--- src/rtl/wb_arbiter.sv ---
// Two-master Wishbone arbiter sharing one slave, with a one-cycle IDLE gap between grants.
// Fixed priority (master 0) by default; define WB_ARBITER_ROUND_ROBIN_EN for round-robin.
module wb_arbiter #(
    parameter int ADR_WIDTH = 16,
    parameter int DAT_WIDTH = 64
) (
    input  logic                 clk_i,
    input  logic                 rst_i,

    input  logic                 m0_stb_i,
    input  logic                 m0_we_i,
    input  logic [ADR_WIDTH-1:0] m0_adr_i,
    input  logic [DAT_WIDTH-1:0] m0_dat_i,
    output logic [DAT_WIDTH-1:0] m0_dat_o,
    output logic                 m0_ack_o,
    output logic                 m0_err_o,

    input  logic                 m1_stb_i,
    input  logic                 m1_we_i,
    input  logic [ADR_WIDTH-1:0] m1_adr_i,
    input  logic [DAT_WIDTH-1:0] m1_dat_i,
    output logic [DAT_WIDTH-1:0] m1_dat_o,
    output logic                 m1_ack_o,
    output logic                 m1_err_o,

    output logic                 s_stb_o,
    output logic                 s_we_o,
    output logic [ADR_WIDTH-1:0] s_adr_o,
    output logic [DAT_WIDTH-1:0] s_dat_o,
    input  logic [DAT_WIDTH-1:0] s_dat_i,
    input  logic                 s_ack_i,
    input  logic                 s_err_i,

    output logic [1:0]           gnt_o
);

    typedef enum logic [1:0] {
        IDLE   = 2'd0,
        GRANT0 = 2'd1,
        GRANT1 = 2'd2
    } state_t;

    state_t state_q, state_d;
    logic   last_gnt_q, last_gnt_d;

    always_ff @(posedge clk_i) begin
        if (rst_i) begin
            state_q    <= IDLE;
            last_gnt_q <= 1'b1;
        end else begin
            state_q    <= state_d;
            last_gnt_q <= last_gnt_d;
        end
    end

    always_comb begin
        state_d    = state_q;
        last_gnt_d = last_gnt_q;
        case (state_q)
            IDLE: begin
                if (m0_stb_i && m1_stb_i) begin
`ifdef WB_ARBITER_ROUND_ROBIN_EN
                    // Contested request goes to whoever did not hold the bus last.
                    state_d = last_gnt_q ? GRANT0 : GRANT1;
`else
                    state_d = GRANT0;
`endif
                end else if (m0_stb_i) begin
                    state_d = GRANT0;
                end else if (m1_stb_i) begin
                    state_d = GRANT1;
                end
            end
            GRANT0: begin
                if (!m0_stb_i) begin
                    state_d    = IDLE;
                    last_gnt_d = 1'b0;
                end
            end
            GRANT1: begin
                if (!m1_stb_i) begin
                    state_d    = IDLE;
                    last_gnt_d = 1'b1;
                end
            end
            default: state_d = IDLE;
        endcase
    end

    // Bus mux: everything is zero unless a grant is active.
    always_comb begin
        gnt_o    = 2'b00;
        s_stb_o  = 1'b0;
        s_we_o   = 1'b0;
        s_adr_o  = '0;
        s_dat_o  = '0;
        m0_dat_o = '0;
        m0_ack_o = 1'b0;
        m0_err_o = 1'b0;
        m1_dat_o = '0;
        m1_ack_o = 1'b0;
        m1_err_o = 1'b0;
        case (state_q)
            GRANT0: begin
                gnt_o    = 2'b01;
                s_stb_o  = m0_stb_i;
                s_we_o   = m0_we_i;
                s_adr_o  = m0_adr_i;
                s_dat_o  = m0_dat_i;
                m0_dat_o = s_dat_i;
                m0_ack_o = s_ack_i;
                m0_err_o = s_err_i;
            end
            GRANT1: begin
                gnt_o    = 2'b10;
                s_stb_o  = m1_stb_i;
                s_we_o   = m1_we_i;
                s_adr_o  = m1_adr_i;
                s_dat_o  = m1_dat_i;
                m1_dat_o = s_dat_i;
                m1_ack_o = s_ack_i;
                m1_err_o = s_err_i;
            end
            default: ;
        endcase
    end

endmodule

--- config.mk ---
export PLATFORM = sky130hd
export DESIGN_NAME = wb_arbiter
export DESIGN_NICKNAME = d
export VERILOG_FILES = /design/src/rtl/wb_arbiter.sv
export SDC_FILE = /design/constraint.sdc
export NUM_CORES = 1
export LEC_CHECK = 0
export BUFFER_PORTS_ARGS = -buffer_cell sky130_fd_sc_hd__buf_2
export CAP_MARGIN = 30
export CELL_PAD_IN_SITES_DETAIL_PLACEMENT = 2
export CELL_PAD_IN_SITES_GLOBAL_PLACEMENT = 2
export CORE_AREA = 2 2 172 174
export DETAILED_ROUTE_END_ITERATION = 8
export DIE_AREA = 0 0 174 176
export PLACE_DENSITY_LB_ADDON = 0.1
export SYNTH_ARGS = -nofsm -noshare
export SYNTH_HDL_FRONTEND = slang
export SYNTH_SLANG_ARGS = --single-unit
--- constraint.sdc ---
create_clock -name clk_i -period 3.54 [get_ports clk_i]
set_input_delay 0.531 -clock clk_i [delete_from_list [all_inputs] [get_ports clk_i]]
set_output_delay 0.531 -clock clk_i [all_outputs]
set_load 0.02 [all_outputs]
==> impl_metrics.ini <==
[worst_setup_path]
path_class = reg -> out
start_kind = flop
critPathCaptureType = output pin
r2r_slack_ns = 1.68
arrival_ns = 2.10
required_ns = 3.01
cp_max_fo = 62

[routing]
dr.pass1.iters = 4
ant_nets = 0
wl_um = 19910
num_vias = 4269
first_iter_violations = 87
drc = 0
drt-vias-per-instance = 3.703
wire_per_inst_um = 17.26

[pwr]
power_density_nw_per_um2 = 229.4
vdd_drop_max_v = 0.00009246
cellLeakagePower_nw = 2.823

[floorplanning]
placementRows = 62
core_area_um2 = 28550
dieArea_um2 = 30620
io_pins = 448
die_x_um = 174
die_h_um = 176
start_util_pct = 8.319

[synthesis]
synth_area_leaders = and2_1, a22oi_1, nor2b_1, buf_6, buf_4
synth_ff_type = dfxtp_1
yosys_register_bits = 2
syn-cell-area_um2 = 2375
synth_area_per_cell_um2 = 6.727
yosysWarnings = 0
yosysMostFrequentCell = and2_1
synth-async-reset-ratio_pct = 0
yosys-top-cells-count = and2_1, nor2b_1, a22oi_1
synth.distinct_cells = 16
syn-num-nets = 590
synth_top_cell_by_area = and2_1
synth_cells = 353
netlist.area_leader.share_pct = 34.77
synth_edf_count = 0
synth_seq_area_share_pct = 1.686

[clock_tree]
root_buffer = clkbuf_16
clockBufferDepth = 2
ctsResizeCount = 0
numCtsBuffers = 3
post_cts_buffers = 0
cts_tree = done
cts_hold_buf = 0
clk_latency_ns = 0.22
htreeDepth = 1
path_clk_slew_ns = 0.03
clkSinkCount = 2

[global_routing]
grt_overflow = 0
antenna_found_initial = 0
grt_pass1_wl_um = 28900
grt_max_degree = 81
grt_usage_pct = 11.97
grt_pass1_vias = 4832

[timing]
skew_ns = 0.0005341
hold_violations = 0
slew_headroom_pct = 56.17
finalSetupTns_ns = 0
fin_crit_ns = 2.627
finalCritPeriodShare_pct = 74.22
rsz0062_at_grt = no
setup_violations = 0
max_freq_ghz = 0.3806
worst_pin_slew_ns = 0.6574
drv_slew = 0

[final_layout]
largest_register_ffs = 2
instances_no_fill = 1153
drive_gt1_share_pct = 59.95
area_growth_pct = 111.6
fin_nets = 1008
reg.largest.list = state_q (2)
regMostFlops = state_q
antennaDiodeCount = 0

[status]
outcome = finished clean

[placement]
place_hpwl_um = 17170
dp_cells = 1150
port-buffer-count = 447
place.gp.congestion = 0.7964

[hold_path]
worst_hold_path_type = in -> reg

[run]
cap_violations = 0
==> kinds of logic after synthesis <==
family | synth area share [%]
buffers and inverters | 11.38
flip-flops | 1.686
adder cells (fa/ha/maj) | 2.634
AND/OR/NAND/NOR | 56.90
AO/OA/AOI/OAI | 27.40
==> path summary, 6_finish.rpt <==
| path | from | end | cells past startpoint |
|---|---|---|---|
| setup / recovery | state_q[1] | m0_dat_o[14] | 6 |
| setup reg to reg | state_q[1] | state_q[0] | 5 |
| hold reg to reg | state_q[1] | state_q[1] | 2 |
| hold / removal | rst_i | state_q[1] | 2 |
==> where the power goes <==
group | internal (mW) | leakage, nW | switching (mW)
combinational | 0.389 | 2.77 | 0.561
sequential | 0.0254 | 0.0165 | 0.00383
clock | 0.144 | 0.0370 | 0.0294
==> critical path, cell delays in order (launching register included) <==
cell	delay, ns
dfxtp_1	0.34
inv_1	0.15
ha_4	0.58
buf_12	0.27
buf_4	0.19
and2_1	0.14
buf_2	0.16
==> layout by cell type, fill, tap and decap left out <==
| cell | netlist | layout |
|---|---|---|
| a211oi_1 | 2 | 2 |
| a21oi_1 | 1 | 1 |
| a22oi_1 | 81 | 81 |
| a22oi_2 | 1 | 1 |
| a41o_1 | 1 | 1 |
| and2_1 | 132 | 132 |
| buf_12 | 0 | 3 |
| buf_2 | 3 | 447 |
| buf_4 | 9 | 4 |
| clkbuf_16 | 0 | 3 |
| dfxtp_1 | 2 | 2 |
| ha_1 | 5 | 2 |
| ha_2 | 0 | 1 |
| ha_4 | 0 | 2 |
| inv_1 | 3 | 3 |
| nand2b_1 | 2 | 2 |
| nor2b_1 | 82 | 82 |
==> per-stage QoR <==
| stage | hold slack (ns) | setup slack [ns] | power [mW] | util, % | instance area [um2] |
|---|---|---|---|---|---|
| after floorplan | 0.5184 | 1.608 | 0.6136 | - | 2375 |
| after global placement | 0.5746 | 1.168 | 0.9935 | 17.34 | 4951 |
| after detailed placement | 0.6108 | 1.100 | 1.007 | 17.34 | 4951 |
| after CTS | 0.5289 | 0.8528 | 1.183 | 17.61 | 5026 |
| after global routing | 0.5424 | 0.7066 | 1.251 | 17.61 | 5026 |
| final | 0.5287 | 0.9128 | 1.153 | 17.61 | 5026 |
==> final cells by class <==
class,count,area (um2)
clock buffer,3,75.07
inverter,3,11.26
multi-input combinational,307,2092
tap,384,480.5
sequential,2,40.04
fill,3586,23520
timing repair buffer,454,2327
==> metal layers <==
layer | routed length [um] | share of wire (%) | global-route usage [%]
met1 | 6574 | 33 | 11.29
met5 | 0 | 0 | 0
met3 | 2034 | 10 | 4.199
met4 | 67 | 0.34 | 0.9804
met2 | 11230 | 56 | 25.28
Note: power is estimated with default switching activity, not from simulation.
